--- config.mk ---
export PLATFORM = sky130hd
export DESIGN_NAME = spi_master
export DESIGN_NICKNAME = d
export VERILOG_FILES = /design/src/rtl/spi_master.sv
export SDC_FILE = /design/constraint.sdc
export NUM_CORES = 1
export LEC_CHECK = 0
export BUFFER_PORTS_ARGS = -buffer_cell sky130_fd_sc_hd__clkbuf_2
export CELL_PAD_IN_SITES_DETAIL_PLACEMENT = 0
export CELL_PAD_IN_SITES_GLOBAL_PLACEMENT = 1
export CORE_ASPECT_RATIO = 0.75
export CORE_UTILIZATION = 30
export CTS_CLUSTER_SIZE = 25
export DETAILED_ROUTE_END_ITERATION = 6
export GPL_ROUTABILITY_DRIVEN = 0
export PLACE_DENSITY = 0.55
export SLEW_MARGIN = 15
export SYNTH_ARGS = -nofsm -noshare
export SYNTH_HDL_FRONTEND = slang
export SYNTH_SLANG_ARGS = --single-unit
--- constraint.sdc ---
create_clock -name i_clk -period 2.65 [get_ports i_clk]
set_input_delay 0.265 -clock i_clk [delete_from_list [all_inputs] [get_ports i_clk]]
set_output_delay 0.265 -clock i_clk [all_outputs]
set_load 0.01 [all_outputs]
--- src/rtl/spi_master.sv ---
// spi_master: SPI mode-0 master that sends one parallel word MSB-first and returns the word captured from MISO.
// Ports:
//   i_clk, i_rst              system clock, asynchronous active-high reset
//   i_TX_data, i_TX_valid     word to send and its valid strobe
//   o_TX_ready                high while idle and able to accept a word
//   o_RX_data, o_RX_valid     last received word and its one-cycle update pulse
//   o_busy                    high while a transfer is in progress
//   o_sck, o_mosi, o_ssel_n   SPI clock (idles low), data out, active-low select
//   i_miso                    SPI data in, sampled in the i_clk domain
module spi_master #(
    parameter int DATA_BITS = 16,
    parameter int CLK_DIV   = 4,
    parameter int CS_SETUP  = 2,
    parameter int CS_HOLD   = 2
) (
    input  logic                 i_clk,
    input  logic                 i_rst,
    input  logic [DATA_BITS-1:0] i_TX_data,
    input  logic                 i_TX_valid,
    output logic                 o_TX_ready,
    output logic [DATA_BITS-1:0] o_RX_data,
    output logic                 o_RX_valid,
    output logic                 o_busy,
    output logic                 o_sck,
    output logic                 o_mosi,
    output logic                 o_ssel_n,
    input  logic                 i_miso
);
    // One counter is shared by setup, divider and hold phases, so size it for the largest.
    localparam int CNT_MAX = (CLK_DIV > CS_SETUP) ? ((CLK_DIV > CS_HOLD) ? CLK_DIV : CS_HOLD)
                                                  : ((CS_SETUP > CS_HOLD) ? CS_SETUP : CS_HOLD);
    localparam int CW = $clog2(CNT_MAX + 1);
    localparam int BW = $clog2(DATA_BITS + 1);
    localparam logic [CW-1:0] SETUP_LAST = CW'(CS_SETUP - 1);
    localparam logic [CW-1:0] HOLD_LAST  = CW'(CS_HOLD - 1);
    localparam logic [CW-1:0] DIV_LAST   = CW'(CLK_DIV - 1);
    localparam logic [BW-1:0] BITS_ALL   = BW'(DATA_BITS);

    typedef enum logic [1:0] {IDLE, SETUP, SHIFT, HOLD} state_t;

    state_t               state;
    logic [CW-1:0]        cnt;
    logic [BW-1:0]        bits;
    logic [DATA_BITS-1:0] tx_sr;
    logic [DATA_BITS-1:0] rx_sr;

    always_ff @(posedge i_clk or posedge i_rst) begin
        if (i_rst) begin
            state      <= IDLE;
            cnt        <= '0;
            bits       <= '0;
            tx_sr      <= '0;
            rx_sr      <= '0;
            o_TX_ready <= 1'b1;
            o_RX_data  <= '0;
            o_RX_valid <= 1'b0;
            o_busy     <= 1'b0;
            o_sck      <= 1'b0;
            o_mosi     <= 1'b0;
            o_ssel_n   <= 1'b1;
        end else begin
            o_RX_valid <= 1'b0;
            case (state)
                IDLE: begin
                    if (i_TX_valid && o_TX_ready) begin
                        tx_sr      <= i_TX_data;
                        o_mosi     <= i_TX_data[DATA_BITS-1];
                        o_ssel_n   <= 1'b0;
                        o_TX_ready <= 1'b0;
                        o_busy     <= 1'b1;
                        cnt        <= '0;
                        state      <= SETUP;
                    end
                end
                SETUP: begin
                    if (cnt == SETUP_LAST) begin
                        cnt   <= '0;
                        bits  <= '0;
                        state <= SHIFT;
                    end else begin
                        cnt <= cnt + 1'b1;
                    end
                end
                SHIFT: begin
                    if (cnt != DIV_LAST) begin
                        cnt <= cnt + 1'b1;
                    end else begin
                        cnt   <= '0;
                        o_sck <= ~o_sck;
                        if (!o_sck) begin
                            // rising edge: capture MISO
                            rx_sr <= {rx_sr[DATA_BITS-2:0], i_miso};
                            bits  <= bits + 1'b1;
                        end else if (bits == BITS_ALL) begin
                            // last falling edge: no further bit to drive
                            state <= HOLD;
                        end else begin
                            tx_sr  <= tx_sr << 1;
                            o_mosi <= tx_sr[DATA_BITS-2];
                        end
                    end
                end
                HOLD: begin
                    if (cnt == HOLD_LAST) begin
                        o_ssel_n   <= 1'b1;
                        o_mosi     <= 1'b0;
                        o_RX_data  <= rx_sr;
                        o_RX_valid <= 1'b1;
                        o_TX_ready <= 1'b1;
                        o_busy     <= 1'b0;
                        state      <= IDLE;
                    end else begin
                        cnt <= cnt + 1'b1;
                    end
                end
                default: state <= IDLE;
            endcase
        end
    end
endmodule
After elaboration in Yosys (flattened, before gate mapping)

Index checks and enable logic that the tools add are counted.

Reduce and logical (&&, ||, !) cells: 15
Muxes and demuxes: 34
Bitwise operators: 2
Add/subtract/negate cells: 2
Equal/unequal tests: 15

Operators by type and width:

| cell                                                                    | count |
|---|---|
| 15-bit 2-to-1 mux                                                       | 4 |
| 15-bit case mux with 2 select lines                                     | 1 |
| 2-bit inequality test, second input constant                            | 9 |
| 5-bit 2-to-1 mux                                                        | 3 |
| 2-bit 2-to-1 mux                                                        | 6 |
| 3-bit 2-to-1 mux                                                        | 4 |
| 3-bit case mux with 4 select lines                                      | 1 |
| 6-bit AND reduction                                                     | 2 |
| 1-bit 2-to-1 mux                                                        | 10 |
| 5-bit case mux with 2 select lines                                      | 1 |
| 2-bit case mux with 4 select lines                                      | 1 |
| 2-bit AND reduction                                                     | 3 |
| 3-bit AND reduction                                                     | 2 |
| 2-bit nonzero test                                                      | 3 |
| 5-bit by 1-bit adder with 5-bit output, second input constant           | 1 |
| 5-bit equality test, second input constant                              | 1 |
| 5-bit AND reduction                                                     | 1 |
| 2-bit equality test, second input constant                              | 2 |
| 1-bit case mux with 2 select lines                                      | 2 |
| 4-bit AND reduction                                                     | 1 |
| 3-bit by 1-bit adder with 3-bit output, second input constant           | 1 |
| 3-bit by 1-bit equality test with 1-bit output, second input constant   | 1 |
| 3-bit by 2-bit inequality test with 1-bit output, second input constant | 1 |
| 1-bit case mux with 3 select lines                                      | 1 |
| other kinds (5)                                                         | 6 |

Logic and storage cells: 79
Input port bits: 20
Output and inout bits: 22
Flip-flop bits (word level): 62

Logic depth before layout (Yosys ltp)

Gate-level depths: netlist of the first run.

Depth after elaboration: 5
Depth in mapped cells: 8
Mapped depth without buffers: 7

Worst setup path before layout of the first run

Ideal clock, no wire load.

Path type: register -> register
From: register state[0]
To: register rx_sr[0]
Required time: 2.525 ns
Buffers on the path: 1
Stages on the path, launching flop included: 8
Library setup time: 0.125 ns
Arrival: 1.767 ns
Setup slack: 0.758 ns
Period minus slack after synthesis: 1.892 ns
Cell sequence: dfrtp_1 inv_1 ha_1 inv_1 or2_2 nor2_4 buf_4 mux2_2

Word-level cells in the longest chain between the ends: 2

RTL lines:

| item                          | RTL line | text |
|---|---|---|
| from (decl)                   | 41       | `state_t state;` |
| from (signal assigned)        | 49       | `state <= IDLE;` |
| from (signal assigned)        | 72       | `state <= SETUP;` |
| from (signal assigned)        | 79       | `state <= SHIFT;` |
| 2-bit equality test           | 63       | `case (state)` |
| 3-bit AND reduction (no line) | --       |  |
| to (signal assigned)          | 92       | `rx_sr <= {rx_sr[DATA_BITS-2:0], i_miso};` |
| to (decl)                     | 45       | `logic [DATA_BITS-1:0] rx_sr;` |

Every way passes these cells.
A chain may end at the register's enable or synchronous reset.

Worst setup path in the final report of the first run

From: register state[0]
To: register rx_sr[4]

The elaborated chain is that of the path after synthesis.

==> results.sh, run 1 <==
export IMPL_yosysSeqAreaShare_pct=53.5
export IMPL_synthArstFlopShare_pct=100
export IMPL_start_util_pct=31.4
export IMPL_crit_slowest_cell="dfrtp_1"
export IMPL_met1_length_um=2760
export IMPL_crit_required_ns=2.85
export IMPL_drtPass1Iterations=4
export IMPL_root_buffer="clkbuf_16"
export IMPL_dr_first_iter_drc_count=88
export IMPL_worstPathArrival_ns=2.41
export IMPL_fin_crit_sh_pct=83.4
export IMPL_clk_latency_ns=0.32
export IMPL_grt_pass1_vias=1911
export IMPL_met3_length_um=345
export IMPL_synth_main_ff_cell="dfrtp_1"
export IMPL_cp_start_kind="flip-flop"
export IMPL_synthCells=225
export IMPL_layout_nets=303
export IMPL_synth_enable_flop_cells=0
export IMPL_rrSetupSlack_ns=0.44
export IMPL_dr_total_vias=1847
export IMPL_ctsHoldBuffers=1
export IMPL_antenna_found_initial=0
export IMPL_synth_seq_cells=62
export IMPL_synth_top_cell_area_share_pct=52.6
export IMPL_vdd_drop_max_v=0.000250
export IMPL_synth_nets=255
export IMPL_yosys_warnings=0
export IMPL_grt_ovfl_total=0
export IMPL_drv_cap=0
export IMPL_synth_distinct_cells=39
export IMPL_final_util_pct=38.7
export IMPL_highest_layer="met4"
export IMPL_fin_tns_setup_ns=0
export IMPL_worst_slack_ns=0.440
export IMPL_syn_to_final_growth_pct=23.2
export IMPL_htree_levels=3
export IMPL_path_cells="inv_1 > ha_1 > inv_1 > or2_2 > nor2_4 > mux2_2"
export IMPL_fmax_ghz=0.452
export IMPL_rows=30
export IMPL_setup_violations=0
export IMPL_hold_class="input pin to flip-flop"
export IMPL_ctsResizeCount=0
export IMPL_cp_max_fo=16
export IMPL_grt_use_total_pct=12.6
export IMPL_yosysTopAreaCell="dfrtp_1"
export IMPL_outcome="completed"
export IMPL_vias_per_cell=4.55
export IMPL_cts_tree="done"
export IMPL_wl_met2_um=2250
export IMPL_wirelength_um=5460
export IMPL_clockBufferDepth=2
export IMPL_hold_viol_final=0
export IMPL_worst_setup_path_end_kind="flip-flop"
export IMPL_die_h_um=87.2
export IMPL_dp_hpwl_um=3750
export IMPL_netlist_top_cells_area="dfrtp_1, mux2_2, ha_1, o21ai_0, inv_1"
export IMPL_min_period_ns=2.21
export IMPL_post_cts_buffers=0
export IMPL_n_antenna_cell=0
export IMPL_grt_max_degree=40
export IMPL_slew_headroom_pct=57.0
export IMPL_grt_pass1_wl_um=9580
export IMPL_clk_pin_slew_ns=0.05
export IMPL_fin_skew_ns=0.00616
export IMPL_core_sq_um=9230
export IMPL_cts_sinks=62
export IMPL_dp_slack_ns=0.438
export IMPL_p_total_w=0.00218
export IMPL_dieArea_sq_um=10100
export IMPL_tightest_slew_ns=0.643
export IMPL_avgSynthCellArea_sq_um=12.9
export IMPL_slowest_delay_ns=0.39
export IMPL_p_leak_nw=1.77
export IMPL_die_x_um=116
export IMPL_cts_buffers=9
export IMPL_rsz0062_at_grt="no"
export IMPL_drive_gt1_share_pct=46.4
export IMPL_port_buffers=41
export IMPL_wl_per_cell_um=13.4
export IMPL_io_pins=42
export IMPL_slew_viol_final=0
export IMPL_syn_area_sq_um=2900
export IMPL_cp_common_cell="inv_1"
export IMPL_drc=0
export IMPL_critPathKind="flip-flop to flip-flop"
export IMPL_p_per_area_nw_per_um2=609
export IMPL_ant_nets=0
-- cell families (layout without fill, tap and decap cells) --
family                   Yosys count  after routing  synth area share, %
flip-flops                        62             62                 53.5
buffers and inverters             21             74                 3.19
XOR/XNOR                           2              2                0.604
adder cells (fa/ha/maj)           10             10                 4.31
AND/OR/NAND/NOR                   36             36                 6.64
multiplexers                      64             64                 24.8
AO/OA/AOI/OAI                     30             30                 6.99
-- final cells by class --
type	count	area [sq um]
fill	930	5660
sequential	62	1550
multi-input combinational	142	1260
clock buffer	13	260
timing repair buffer	46	258
tap	128	160
inverter	12	45.0
clock inverter	3	42.5
-- critical path: cells and delay by family, from the launching register on --
| family | cells | cell delay (ns) |
|---|---|---|
| buf+inv | 2 | 0.22 |
| simple gates | 2 | 0.74 |
| flops | 1 | 0.39 |
| mux | 1 | 0.39 |
| fa+ha+maj | 1 | 0.34 |
-- per-stage QoR --
step                      cell area (sq um)  std cells  hold WS [ns]
after floorplan                        2900        225         0.417
after global placement                 3260        389         0.337
after detailed placement               3260        389         0.336
after CTS                              3570        406         0.170
after global routing                   3570        406         0.172
final                                  3570        406         0.180
-- sequential cells by signal, summed over array words and instances (netlist names), 2 cells and up --
name	flops
bits	5
cnt	3
o_RX_data	16
state	2
tx_sr	15
rx_sr	16
-- layout by cell type, fill, tap and decap left out, types with 4 or more instances in the layout --
cell type and count:
o21ai_0 10, clkbuf_16 9, inv_1 11, nor2_1 9, ha_1 10, nand2_1 12, mux2_2 62, a21oi_1 4
dfrtp_1 61, clkbuf_2 41
-- per-layer routing --
metal | track usage [%] | vias up
li1 | - | 891
met3 | 4.80 | 12
met2 | 18.0 | 40
met1 | 17.0 | 904
met4 | 5.31 | 0
met5 | 0 | -
-- path summary, 6_finish.rpt --
check	from	end	cells past startpoint
worst max register to register	state[0]	rx_sr[4]	6
worst max-delay path	state[0]	rx_sr[4]	6
max in group asynchronous	i_rst	o_ssel_n	4
min in group asynchronous	i_rst	tx_sr[6]	3
worst min register to register	tx_sr[12]	tx_sr[12]	1
worst min-delay path	i_miso	rx_sr[0]	2
-- where the power goes --
part | internal [W] | total (W) | switching, W
Combinational | 0.0000176 | 0.0000413 | 0.0000237
Clock | 0.000778 | 0.00118 | 0.000401
Sequential | 0.000953 | 0.000956 | 0.00000324
Total | 0.00175 | 0.00218 | 0.000428
-- cell usage after synthesis, types with 2 or more instances --
| cell | n |
|---|---|
| mux2_2 | 62 |
| dfrtp_1 | 61 |
| inv_1 | 12 |
| nand2_1 | 12 |
| ha_1 | 10 |
| o21ai_0 | 10 |
| nor2_1 | 9 |
| buf_2 | 5 |
| a21oi_1 | 4 |
| a22o_1 | 3 |
| nand3_1 | 3 |
| a31oi_1 | 2 |
| buf_4 | 2 |
| mux2i_1 | 2 |
| nand2b_1 | 2 |
| o22ai_1 | 2 |
| xnor2_1 | 2 |
Power figures use the tool's default switching activity.
==> run 2, diff against run 1 <==
ABC_AREA = 1   (was not set)
PLACE_DENSITY = 0.61   (was 0.55)
clock period = 1.8 ns   (was 2.65 ns; I/O delays follow)
==> results.sh, run 2 <==
export IMPL_fmax_ghz=0.634
export IMPL_postLayoutCellArea_sq_um=3690
export IMPL_wirelength_um=6100
export IMPL_worstPathArrival_ns=1.79
export IMPL_grt_ovfl_total=0
export IMPL_synth_common_cells="nand2_1, dfrtp_1, inv_1, o21ai_0, nand3_1"
export IMPL_slowest_delay_ns=0.41
export IMPL_drive_gt1_share_pct=19.7
export IMPL_grt_pass1_vias=2216
export IMPL_place_area_sq_um=3340
export IMPL_drtPass1Iterations=4
export IMPL_final_util_pct=38.3
export IMPL_rows=31
export IMPL_critPathBufInv=3
export IMPL_ant_nets=0
export IMPL_syn_area_sq_um=2990
export IMPL_synth_top_cell_area_share_pct=51.1
export IMPL_syn_to_final_growth_pct=23.7
export IMPL_dr_total_vias=2321
export IMPL_worstReg2RegStart="state[0]"
export IMPL_fin_crit_sh_pct=87.6
export IMPL_p_leak_nw=1.94
export IMPL_mostFrequentLayoutCells="nand2_1, dfrtp_1, clkbuf_2"
export IMPL_grt_pass1_wl_um=10500
export IMPL_yosysSeqAreaShare_pct=52.0
export IMPL_clk_pin_slew_ns=0.05
export IMPL_p_per_area_nw_per_um2=903
export IMPL_antenna_found_initial=0
export IMPL_clockBufferDepth=2
export IMPL_synth_enable_flop_cells=0
export IMPL_seqCellArea_sq_um=1550
export IMPL_layout_nets=443
export IMPL_rrSetupSlack_ns=0.22
export IMPL_cpLargestDelayFamily="buffers and inverters"
export IMPL_start_util_pct=30.9
export IMPL_netlist_top_cells_area="dfrtp_1, nand2_1, o21ai_0, inv_1, ha_1"
export IMPL_critPathKind="flip-flop to flip-flop"
export IMPL_vias_per_cell=4.23
export IMPL_n_antenna_cell=0
export IMPL_avgSynthCellArea_sq_um=8.18
export IMPL_worst_setup_path_end_kind="flip-flop"
export IMPL_cts_tree="done"
export IMPL_crit_required_ns=2.02
export IMPL_dp_hpwl_um=4220
export IMPL_synth_distinct_cells=26
export IMPL_rsz0062_at_grt="no"
export IMPL_synth_main_ff_cell="dfrtp_1"
export IMPL_cp_common_cell="nand2_1"
export IMPL_min_period_ns=1.58
export IMPL_dr_first_iter_drc_count=139
export IMPL_die_x_um=117
export IMPL_grt_max_degree=63
export IMPL_outcome="completed"
export IMPL_top_regs="o_RX_data x16, rx_sr x16, tx_sr x15"
export IMPL_yosysTopAreaCell="dfrtp_1"
export IMPL_hold_viol_final=0
export IMPL_worstHoldEndpoint="rx_sr[0]"
export IMPL_core_sq_um=9660
export IMPL_whs_path_depth=3
export IMPL_slew_viol_final=0
export IMPL_synthArstFlopShare_pct=100
export IMPL_yosysMostFrequentCell="nand2_1"
export IMPL_slew_headroom_pct=77.9
export IMPL_final_common_cell="nand2_1"
export IMPL_fill_cells=1001
export IMPL_fin_skew_ns=0.00443
export IMPL_r2r_end="tx_sr[6]"
export IMPL_synth_nets=395
export IMPL_cts_sinks=62
export IMPL_vdd_drop_max_v=0.000470
export IMPL_clk_latency_ns=0.33
export IMPL_dieArea_sq_um=10400
export IMPL_tightest_slew_ns=0.331
export IMPL_cp_start_kind="flip-flop"
export IMPL_drv_cap=0
export IMPL_yosys_warnings=0
export IMPL_cp_max_fo=15
export IMPL_synth_seq_cells=62
export IMPL_multi_input_area_sq_um=1180
export IMPL_hold_class="input pin to flip-flop"
export IMPL_path_cells="inv_1 > ha_2 > buf_4 > nand3_2 > nand2_4 > nor2_4 > buf_12 > nand2_1 > nand2_1"
export IMPL_die_h_um=88.4
export IMPL_htree_levels=3
export IMPL_r2r_cells=9
export IMPL_io_pins=42
export IMPL_root_buffer="clkbuf_16"
export IMPL_fin_tns_setup_ns=0
export IMPL_setup_violations=0
export IMPL_crit_slowest_cell="dfrtp_1"
export IMPL_drc=0
export IMPL_grt_use_total_pct=13.5
export IMPL_wl_per_cell_um=11.1
export IMPL_synthCells=365
export IMPL_cts_buffers=9
export IMPL_port_buffers=41
export IMPL_holdCritStartpoint="i_miso"
[run 2: worst max-delay path by stage]
stage | start | endpoint | cells past startpoint
after floorplan | i_rst | bits[0] | 1
after global placement | state[0] | tx_sr[14] | 8
after detailed placement | state[0] | tx_sr[4] | 8
after CTS | state[0] | tx_sr[6] | 8
after global routing | state[0] | tx_sr[8] | 9
final | state[0] | tx_sr[6] | 9
[run 2: per-layer routing]
| layer | GRT usage, % | vias to the layer above | part of all wire [%] |
|---|---|---|---|
| met5 | 0 | - | 0 |
| met4 | 4.14 | 0 | 1.1 |
| met3 | 5.89 | 7 | 4.6 |
| met2 | 19.3 | 31 | 42 |
| met1 | 18.4 | 1060 | 52 |
| li1 | - | 1223 | - |
[run 2: stage by stage]
step / power (W) / instances / setup slack, ns / hold WS, ns
CTS: 0.00340 / 548 / 0.0834 / 0.0891
finish: 0.00334 / 549 / 0.223 / 0.102
floorplan: 0.00146 / 365 / 0.0803 / 0.339
global placement: 0.00150 / 532 / 0.148 / 0.260
global route: 0.00346 / 549 / 0.0975 / 0.155
detailed placement: 0.00150 / 532 / 0.0943 / 0.263
[run 2: logic make-up after synthesis]
group                    after synthesis  share of synthesized area, %
flip-flops                            62                          52.0
adder cells (fa/ha/maj)               10                          4.19
XOR/XNOR                               1                         0.293
AND/OR/NAND/NOR                      191                          26.8
AO/OA/AOI/OAI                         47                          8.13
buffers and inverters                 54                          8.59
[run 2: cell type report]
class / count / area share (%)
inverter: 40 / 4.13
clock buffer: 12 / 6.94
timing repair buffer: 51 / 8.67
clock inverter: 3 / 1.83
sequential: 62 / 42.0
tap: 132 / 4.47
multi-input combinational: 249 / 31.9
[run 2: worst register-to-register path: stages (launching register included)]
cell and delay (ns):
dfrtp_1 0.41, inv_1 0.09, ha_2 0.28, buf_4 0.19, nand3_2 0.11, nand2_4 0.09
nor2_4 0.04, buf_12 0.14, nand2_1 0.06, nand2_1 0.05
[run 2: report_power, final]
part / switching [W] / internal (W) / total [W]
logic: 0.0000442 / 0.0000282 / 0.0000724
clock network: 0.000588 / 0.00128 / 0.00187
registers: 0.000000249 / 0.00140 / 0.00140
[run 2: what timing repair did]
item	in CTS	in global routing
hold buffers	1	0
hold endpoints to repair	61	0
gates resized for setup	0	1
setup endpoints to repair	0	14
buffers inserted	0	1
